<file path="src/rtl/usb_pkt_rx.sv">
// Receive-side USB packet decoder fed by a ULPI byte stream: checks the PID,
// validates token CRC5 / data CRC16 and streams data payload with CRC bytes stripped.
module usb_pkt_rx (
  input  logic        CLK_60M,
  input  logic        NRST,
  input  logic [7:0]  USB_DATA_OUT,
  input  logic        USB_DATA_OUT_STRB,
  input  logic        USB_DATA_OUT_END,
  input  logic        USB_DATA_OUT_FAIL,
  output logic [3:0]  PKT_PID,
  output logic [6:0]  TOK_ADDR,
  output logic [3:0]  TOK_ENDP,
  output logic [10:0] SOF_FRAME,
  output logic        TOK_STRB,
  output logic        HS_STRB,
  output logic [7:0]  DATA_O,
  output logic        DATA_STRB,
  output logic        DATA_END,
  output logic [10:0] DATA_LEN,
  output logic        PKT_ERR,
  output logic [2:0]  ERR_CODE
);

  typedef enum logic [2:0] {IDLE, PID, TOKEN, DATA, HS, DRAIN} state_t;

  localparam logic [4:0]  CRC5_GOOD      = 5'b01100;
  localparam logic [15:0] CRC16_GOOD     = 16'h800D;
  localparam logic [10:0] MAX_DATA_BYTES = 11'd1026;

  // Both CRCs consume bits LSB first, MSB of the register is the feedback tap.
  function automatic logic [4:0] crc5_byte(input logic [4:0] crc, input logic [7:0] b);
    logic [4:0] c;
    c = crc;
    for (int i = 0; i < 8; i++) begin
      if (b[i] ^ c[4]) c = {c[3:0], 1'b0} ^ 5'b00101;
      else             c = {c[3:0], 1'b0};
    end
    return c;
  endfunction

  function automatic logic [15:0] crc16_byte(input logic [15:0] crc, input logic [7:0] b);
    logic [15:0] c;
    c = crc;
    for (int i = 0; i < 8; i++) begin
      if (b[i] ^ c[15]) c = {c[14:0], 1'b0} ^ 16'h8005;
      else              c = {c[14:0], 1'b0};
    end
    return c;
  endfunction

  state_t      state_q, state_d, eff_state;
  logic [7:0]  pid_q, pid_d;
  logic        end_pend_q, end_pend_d;
  logic [1:0]  tok_cnt_q, tok_cnt_d, tok_cnt_n;
  logic [7:0]  tok_lo_q, tok_lo_d;
  logic [2:0]  tok_hi_q, tok_hi_d;
  logic [4:0]  crc5_q, crc5_d;
  logic [15:0] crc16_q, crc16_d;
  logic [10:0] dat_cnt_q, dat_cnt_d, dat_cnt_n;
  logic [7:0]  dl0_q, dl0_d, dl1_q, dl1_d;
  logic [6:0]  tok_addr_q, tok_addr_d;
  logic [3:0]  tok_endp_q, tok_endp_d;
  logic [10:0] sof_frame_q, sof_frame_d;
  logic        tok_strb_q, tok_strb_d, hs_strb_q, hs_strb_d;
  logic [7:0]  data_o_q, data_o_d;
  logic        data_strb_q, data_strb_d, data_end_q, data_end_d;
  logic [10:0] data_len_q, data_len_d;
  logic        pkt_err_q, pkt_err_d;
  logic [2:0]  err_code_q, err_code_d;
  logic        strb_in, end_in, dat_ovf;

  always_comb begin
    state_d     = state_q;
    pid_d       = pid_q;
    end_pend_d  = end_pend_q;
    tok_cnt_d   = tok_cnt_q;
    tok_lo_d    = tok_lo_q;
    tok_hi_d    = tok_hi_q;
    crc5_d      = crc5_q;
    crc16_d     = crc16_q;
    dat_cnt_d   = dat_cnt_q;
    dl0_d       = dl0_q;
    dl1_d       = dl1_q;
    tok_addr_d  = tok_addr_q;
    tok_endp_d  = tok_endp_q;
    sof_frame_d = sof_frame_q;
    data_o_d    = data_o_q;
    data_len_d  = data_len_q;
    err_code_d  = err_code_q;
    tok_strb_d  = 1'b0;
    hs_strb_d   = 1'b0;
    data_strb_d = 1'b0;
    data_end_d  = 1'b0;
    pkt_err_d   = 1'b0;
    eff_state   = state_q;
    strb_in     = USB_DATA_OUT_STRB;
    end_in      = USB_DATA_OUT_END;
    tok_cnt_n   = tok_cnt_q;
    dat_cnt_n   = dat_cnt_q;
    dat_ovf     = 1'b0;

    if (state_q == IDLE) begin
      if (USB_DATA_OUT_STRB) begin
        pid_d      = USB_DATA_OUT;
        end_pend_d = USB_DATA_OUT_END;
        tok_cnt_d  = 2'd0;
        dat_cnt_d  = 11'd0;
        crc5_d     = 5'h1F;
        crc16_d    = 16'hFFFF;
        dl0_d      = 8'h00;
        dl1_d      = 8'h00;
        state_d    = PID;
      end
    end else begin
      // PID state decodes the captured PID and handles this cycle's byte as the body state would.
      if (state_q == PID) begin
        strb_in    = USB_DATA_OUT_STRB & ~end_pend_q;
        end_in     = USB_DATA_OUT_END | end_pend_q;
        end_pend_d = 1'b0;
        if (pid_q[7:4] != ~pid_q[3:0]) begin
          pkt_err_d  = 1'b1;
          err_code_d = 3'd1;
          eff_state  = DRAIN;
        end else begin
          case (pid_q)
            8'hE1, 8'h69, 8'h2D, 8'hA5: eff_state = TOKEN;
            8'hC3, 8'h4B, 8'h87, 8'h0F: eff_state = DATA;
            8'hD2, 8'h5A, 8'h1E, 8'h96: eff_state = HS;
            default: begin
              pkt_err_d  = 1'b1;
              err_code_d = 3'd2;
              eff_state  = DRAIN;
            end
          endcase
        end
        state_d = eff_state;
      end

      if (USB_DATA_OUT_FAIL && eff_state != DRAIN) begin
        pkt_err_d  = 1'b1;
        err_code_d = 3'd7;
        state_d    = IDLE;
      end else begin
        case (eff_state)
          TOKEN: begin
            if (strb_in) begin
              crc5_d = crc5_byte(crc5_q, USB_DATA_OUT);
              if (tok_cnt_q == 2'd0) tok_lo_d = USB_DATA_OUT;
              if (tok_cnt_q == 2'd1) tok_hi_d = USB_DATA_OUT[2:0];
              if (tok_cnt_q != 2'd3) tok_cnt_n = tok_cnt_q + 2'd1;
            end
            tok_cnt_d = tok_cnt_n;
            if (end_in) begin
              state_d = IDLE;
              if (tok_cnt_n != 2'd2) begin
                pkt_err_d  = 1'b1;
                err_code_d = 3'd4;
              end else if (crc5_d != CRC5_GOOD) begin
                pkt_err_d  = 1'b1;
                err_code_d = 3'd3;
              end else begin
                tok_strb_d = 1'b1;
                if (pid_q == 8'hA5) begin
                  sof_frame_d = {tok_hi_d, tok_lo_d};
                end else begin
                  tok_addr_d = tok_lo_d[6:0];
                  tok_endp_d = {tok_hi_d, tok_lo_d[7]};
                end
              end
            end
          end
          DATA: begin
            if (strb_in) begin
              dat_cnt_n = dat_cnt_q + 11'd1;
              if (dat_cnt_n > MAX_DATA_BYTES) begin
                dat_ovf    = 1'b1;
                pkt_err_d  = 1'b1;
                err_code_d = 3'd6;
                state_d    = end_in ? IDLE : DRAIN;
              end else begin
                dat_cnt_d = dat_cnt_n;
                crc16_d   = crc16_byte(crc16_q, USB_DATA_OUT);
                dl0_d     = USB_DATA_OUT;
                dl1_d     = dl0_q;
                // The two newest bytes stay held back; they may turn out to be the CRC.
                if (dat_cnt_q >= 11'd2) begin
                  data_o_d    = dl1_q;
                  data_strb_d = 1'b1;
                end
              end
            end
            if (end_in && !dat_ovf) begin
              state_d = IDLE;
              if (dat_cnt_n < 11'd2) begin
                pkt_err_d  = 1'b1;
                err_code_d = 3'd4;
              end else if (crc16_d != CRC16_GOOD) begin
                pkt_err_d  = 1'b1;
                err_code_d = 3'd5;
              end else begin
                data_end_d = 1'b1;
                data_len_d = dat_cnt_n - 11'd2;
              end
            end
          end
          HS: begin
            if (strb_in) begin
              pkt_err_d  = 1'b1;
              err_code_d = 3'd4;
              state_d    = end_in ? IDLE : DRAIN;
            end else if (end_in) begin
              hs_strb_d = 1'b1;
              state_d   = IDLE;
            end
          end
          DRAIN: begin
            if (end_in || USB_DATA_OUT_FAIL) state_d = IDLE;
          end
          default: ;
        endcase
      end
    end
  end

  always_ff @(posedge CLK_60M) begin
    if (!NRST) begin
      state_q     <= IDLE;
      pid_q       <= '0;
      end_pend_q  <= 1'b0;
      tok_cnt_q   <= '0;
      tok_lo_q    <= '0;
      tok_hi_q    <= '0;
      crc5_q      <= '0;
      crc16_q     <= '0;
      dat_cnt_q   <= '0;
      dl0_q       <= '0;
      dl1_q       <= '0;
      tok_addr_q  <= '0;
      tok_endp_q  <= '0;
      sof_frame_q <= '0;
      tok_strb_q  <= 1'b0;
      hs_strb_q   <= 1'b0;
      data_o_q    <= '0;
      data_strb_q <= 1'b0;
      data_end_q  <= 1'b0;
      data_len_q  <= '0;
      pkt_err_q   <= 1'b0;
      err_code_q  <= '0;
    end else begin
      state_q     <= state_d;
      pid_q       <= pid_d;
      end_pend_q  <= end_pend_d;
      tok_cnt_q   <= tok_cnt_d;
      tok_lo_q    <= tok_lo_d;
      tok_hi_q    <= tok_hi_d;
      crc5_q      <= crc5_d;
      crc16_q     <= crc16_d;
      dat_cnt_q   <= dat_cnt_d;
      dl0_q       <= dl0_d;
      dl1_q       <= dl1_d;
      tok_addr_q  <= tok_addr_d;
      tok_endp_q  <= tok_endp_d;
      sof_frame_q <= sof_frame_d;
      tok_strb_q  <= tok_strb_d;
      hs_strb_q   <= hs_strb_d;
      data_o_q    <= data_o_d;
      data_strb_q <= data_strb_d;
      data_end_q  <= data_end_d;
      data_len_q  <= data_len_d;
      pkt_err_q   <= pkt_err_d;
      err_code_q  <= err_code_d;
    end
  end

  assign PKT_PID   = pid_q[3:0];
  assign TOK_ADDR  = tok_addr_q;
  assign TOK_ENDP  = tok_endp_q;
  assign SOF_FRAME = sof_frame_q;
  assign TOK_STRB  = tok_strb_q;
  assign HS_STRB   = hs_strb_q;
  assign DATA_O    = data_o_q;
  assign DATA_STRB = data_strb_q;
  assign DATA_END  = data_end_q;
  assign DATA_LEN  = data_len_q;
  assign PKT_ERR   = pkt_err_q;
  assign ERR_CODE  = err_code_q;

endmodule

</file>
<file path="config.mk">
export PLATFORM = sky130hd
export DESIGN_NAME = usb_pkt_rx
export DESIGN_NICKNAME = d
export VERILOG_FILES = /design/src/rtl/usb_pkt_rx.sv
export SDC_FILE = /design/constraint.sdc
export NUM_CORES = 1
export LEC_CHECK = 0
export BUFFER_PORTS_ARGS = -buffer_cell sky130_fd_sc_hd__buf_2
export CAP_MARGIN = 20
export CORE_MARGIN = 4
export CORE_UTILIZATION = 50
export DETAILED_ROUTE_END_ITERATION = 10
export GPL_ROUTABILITY_DRIVEN = 0
export PLACE_DENSITY = 0.69
export SKIP_CTS_REPAIR_TIMING = 1
export SLEW_MARGIN = 0
export SYNTH_ARGS = -nofsm -noshare
export SYNTH_HDL_FRONTEND = slang
export SYNTH_SLANG_ARGS = --single-unit
</file>
<file path="constraint.sdc">
create_clock -name CLK_60M -period 3.5 [get_ports CLK_60M]
set_input_delay 0.525 -clock CLK_60M [delete_from_list [all_inputs] [get_ports CLK_60M]]
set_output_delay 0.525 -clock CLK_60M [all_outputs]
set_load 0.02 [all_outputs]
</file>
# == Yosys cells after proc, flatten, opt, wreduce, memory -nomap -nowiden ==
# Cells that the tools add are included.
# Widths: inputs -> output; s select.
# totals
reg_bits,122
latch_bits,0
mem_bits_rw,0
rom_bits,0
inputBits,13
mem_count,0
# op_classes
add_sub_neg,3
n_mul,0
div,0
n_lt_le_gt_ge,3
eq_ne,27
shift,0
n_mux,189
bitwise,51
reduce_logical,29
# op_table
operator,count
$mux 16,52
$mux 5,36
$mux 11,10
$mux 3,36
$mux 8,13
$eq 8x8->1 const B,6
$mux 1,29
$eq 8x7->1 const B,3
$not 3->3,8
$mux 2,9
$pmux 3 s3,2
$reduce_or 6->1,3
$ne 16x16->1 const B,1
$not 1->1,16
$not 2->2,8
$xor 1x1->1,16
$reduce_and 7->1,2
$pmux 3 s4,1
$reduce_and 6->1,2
$reduce_or 12->1,1
$reduce_or 4->1,3
$add 11x1->11 const B,1
$ge 11x2->1 const B,1
$gt 11x11->1 const B,1
29 further kinds,42

# == Depth between registers and ports, before layout ==
# depth
word_depth,65
ltp_mapped,12
depth_no_buf,11

# == Worst setup path before layout ==
# No wires, ideal clock.
# synth_path
kind,in2reg
from,input USB_DATA_OUT[0]
to,register data_len_q[2] (netlist: DATA_LEN[2])
setup_ps,128
arrival_ps,2692
required_ps,3372
slack_ps,681
path_stages,10
path_cell_list,buf_6 > xnor2_4 > xnor3_1 > xnor3_2 > nor4b_4 > nand3_2 > a2111oi_4 > buf_6 > mux2i_1 > nor2_1
# synth_between
elab_chain_cells,59
elab_cells_between_ends,65
# synth_lines
element,line_no,rtl
from (decl),6,"input logic [7:0] USB_DATA_OUT,"
$xor 1x1->1 *,45,"if (b[i] ^ c[15]) c = {c[14:0], 1'b0} ^ 16'h8005;"
$mux 16 *,45,
$mux 16 *,175,if (dat_cnt_n > MAX_DATA_BYTES) begin
$mux 16 *,173,if (strb_in) begin
$mux 16 *,144,case (eff_state)
$mux 16 *,139,if (USB_DATA_OUT_FAIL && eff_state != DRAIN) begin
$mux 16 *,102,if (state_q == IDLE) begin
$xor 1x1->1,45,
(+43 left out),--,
$mux 16 *,175,
$mux 16 *,173,
$mux 16 *,144,
$mux 16 *,139,
$mux 16 *,102,
$ne 16x16->1 *,197,end else if (crc16_d != CRC16_GOOD) begin
$not 1->1 (no source line) *,--,
$reduce_and 6->1 (no source line) *,--,
to (signal assigned),269,data_len_q <= data_len_d;
to (decl),67,"logic [10:0] data_len_q, data_len_d;"
# Mark *: on every way between the ends. The rest lies on a longest branch, timed or not. The select of a mux whose other input is x is not followed.
# A chain may end at the register's enable or synchronous reset.

# == Worst setup path in the final report ==
# layout_path
from,register dat_cnt_q[1]
to,register data_len_q[1] (netlist: DATA_LEN[1])
# layout_between
elab_chain_cells,10
elab_cells_between_ends,24
# layout_lines
element,line_no,rtl
from (decl),59,"logic [10:0] dat_cnt_q, dat_cnt_d, dat_cnt_n;"
from (signal assigned),258,dat_cnt_q <= dat_cnt_d;
$add 11x1->11,174,dat_cnt_n = dat_cnt_q + 11'd1;
$gt 11x11->1,175,
$mux 16 or $mux 1 (tied branches),175,
$mux 16 or $mux 1 (tied branches),173,
$mux 16 or $mux 1 (tied branches),144,
$mux 16 or $mux 1 (tied branches),139,
$mux 16 or $mux 1 (tied branches),102,
$ne 16x16->1 or $logic_not 1->1 (tied branches),"197, 192",
$not 1->1 (no source line) or $logic_and 1x1->1 (tied branches),--,
$reduce_and 6->1 (no source line),--,
# Several ways; a longest one is shown, not always the timed one. The select of a mux whose other input is x is not followed.

==> flow_summary.toml <==
[floorplanning]
ios = 66
coreArea_sq_um = 13200
die_h_um = 124
rows = 42
start_util_pct = 50.9
dieArea_sq_um = 15400
die_w_um = 124

[finish]
multi_input_area_sq_um = 3860
syn2layout_area_growth_pct = 14.0
fin_area_sq_um = 7680
final_cells = 1032
fill_cells = 1204
regArea_sq_um = 2440
nets = 860
n_antenna_cell = 0
final_util_pct = 58.0
layout-drive-gt1-share_pct = 17.6

[power_and_ir_drop]
p_clk_share_pct = 47.5
p_sw_uw = 978
power.total_mw = 3.72
ir_worst_vdd_mv = 0.419
intPower_mw = 2.74
power_frac_seq_pct = 39.3
switching_share_pct = 26.3
power.density_nw_per_um2 = 484
p_leak_nw = 3.11
combPwrFrac_pct = 13.1

[cts]
clockBufferDepth = 2
cts_num_sinks = 122
h-tree-depth = 4
clock-root-buffer = "clkbuf_16"
path_clk_slew_ps = 60
cts_tree = "built"
cts_buffers = 17
insertion_delay_ps = 430

[timing]
finClkSkew_ps = 7.79
worstMarginPinSlew_ps = 830
hold_ws_ps = 394
timing.final.setup_violations = 0
fin_ws_ps = 405
fmax_ghz = 0.323
fin_crit_sh_pct = 88.4
setup_tns_ps = 0
max_slew_margin_pct = 44.1
finalHoldViolations = 0
rsz0062_at_grt = "no"
min_period_ps = 3100
slew_viol_final = 0

[synth]
synth_common_cells = "dfxtp_1 (122), nand2_1 (105), a21oi_1 (64), nor2_1 (58), mux2i_1 (47)"
yosysSeqAreaShare_pct = 36.2
synthFlopType = "dfxtp_1"
syn-num-nets = 826
synth_edf_count = 0
avgSynthCellArea_sq_um = 8.33
synth_top_cell_area_share_pct = 36.2
synth_area_leaders = "dfxtp_1 (36%), mux2i_1 (7.0%), nand2_1 (5.8%)"
yosysMostFrequentCell = "dfxtp_1"
synth_seq_cells = 122
synthesis.area_sq_um = 6740
ys_warn_count = 0
syn_inst = 809
synth-async-reset-ratio_pct = 0
ys_types = 71
yosysTopAreaCell = "dfxtp_1"

[critical_path]
crit_type = "reg -> reg"
cp_data_required_time_ps = 3810
crit_path_start_kind = "flip-flop"
worstRegToRegCells = 11
r2r-end = "DATA_LEN[1]$_SDFFE_PN0P_"
r2r-start = "dat_cnt_q[1]$_SDFFE_PN0P_"
cp_max_fo = 11
critical_path_arrival_ps = 3400
reg2reg_slack_ps = 400
endpoint_kind = "flip-flop"
cp-startpoint = "dat_cnt_q[1]$_SDFFE_PN0P_"

[global_route]
busiest_layer = "met2"
grt_util_met1_pct = 29.3
grt_pass1_vias = 5552
track_usage_pct = 22.2
antenna_found_initial = 0
gr-usage-met2_pct = 35.8
grt_pass1_wl_um = 27100
met3_usage_pct = 4.22
overflow = 0
grt_max_degree = 49

[routing]
viasPerCell = 5.79
wl_per_cell_um = 16.1
vias = 5975
drt_wl_total_um = 16600
drc_errors = 0
detail-route-antenna-nets = 0
dr.pass1.iters = 7
first_iter_violations = 542

[worst_hold_path]
worst_hold_path.endpoint = "end_pend_q$_SDFFE_PN0P_"
min_delay_path_depth = 3
hold_start = "USB_DATA_OUT_END"
hold_class = "in -> reg"

[placed_design]
place_hpwl_um = 11500
io_buffers = 65
postPlaceCellArea_sq_um = 7070
dp.cells = 999
dp_slack_ps = 225

[run_status]
status = "complete, no violations"

[job]
drv_cap = 0
## cell type report
cell class / count / share of cell area [%]
Inverter: 14 / 0.684
Clock inverter: 12 / 1.79
Multi-Input combinational cell: 600 / 50.2
Clock buffer: 20 / 6.07
Tap cell: 176 / 2.87
Sequential cell: 122 / 31.8
Timing Repair Buffer: 88 / 6.58
## logic make-up (layout without fill, tap and decap cells)
logic type | count (synthesis) | in the layout | synth area share [%]
compound gates | 146 | 146 | 13.7
mux | 59 | 59 | 8.99
buf+inv | 87 | 134 | 6.48
xor+xnor | 65 | 65 | 9.95
simple gates | 326 | 326 | 23.9
flops | 122 | 122 | 36.2
fa+ha+maj | 4 | 4 | 0.743
## how the worst max path moves through the flow
stage | endpoint | slack [ps] | depth (start not counted)
floorplan | DATA_LEN[2]$_SDFFE_PN0P_ | 680 | 10
global placement | TOK_ADDR[4]$_SDFFE_PN0P_ | 350 | 9
detailed placement | TOK_ADDR[4]$_SDFFE_PN0P_ | 230 | 9
CTS | DATA_LEN[9]$_SDFFE_PN0P_ | 420 | 10
global route | DATA_LEN[1]$_SDFFE_PN0P_ | 90 | 10
finish | DATA_LEN[1]$_SDFFE_PN0P_ | 400 | 11
## critical path, cell delays in order, from the launching register on
cell and delay [ps]:
dfxtp_1 540, ha_1 450, buf_4 200, nand2_1 50
a21oi_1 140, a2bb2oi_1 280, a21o_2 260, nor2_1 160
a2111oi_4 340, buf_4 280, mux2i_1 220, nor2_1 60
## flip-flops by register name (all words and copies together) (netlist names), 2 cells and up
signal / flops
DATA_LEN: 11
TOK_ADDR: 7
tok_cnt_q: 2
DATA_O: 8
tok_hi_q: 3
dat_cnt_q: 11
dl0_q: 8
pid_q: 8
tok_lo_q: 8
crc5_q: 5
ERR_CODE: 3
state_q: 3
TOK_ENDP: 4
SOF_FRAME: 11
crc16_q: 16
dl1_q: 8
## metal layers
| metal | part of all wire [%] | wire, um |
|---|---|---|
| met1 | 45 | 7440 |
| met2 | 48 | 7970 |
| met3 | 5.0 | 825 |
| met4 | 2.1 | 351 |
| met5 | 0 | 0 |
## placed cells by master (no fill, tap or decap), types with 5 or more instances in the layout
cell type  count
a211oi_1       8
and2_1         8
nor2_1        58
xor2_1        14
nand3_1       43
nor3_1        40
inv_1         12
nand2_1      105
buf_2         65
a21oi_1       64
dfxtp_1      122
buf_4         22
clkbuf_16     17
and3_1        10
o21ai_0       29
xnor2_1       43
mux2_2        12
or3_1          5
nor4b_1        6
nor4_1         9
mux2i_1       47
nand4_1       11
nor2b_1        6
## power groups by stage
stage | clock [mW] | combinational [mW] | sequential [mW]
after CTS | 1.80 | 0.482 | 1.46
after global routing | 1.86 | 0.530 | 1.47
after floorplan | 0 | 0.385 | 1.49
final | 1.77 | 0.488 | 1.46
after global placement | 0 | 0.469 | 1.49
after detailed placement | 0 | 0.478 | 1.49
Note: power is estimated with default switching activity, not from simulation.
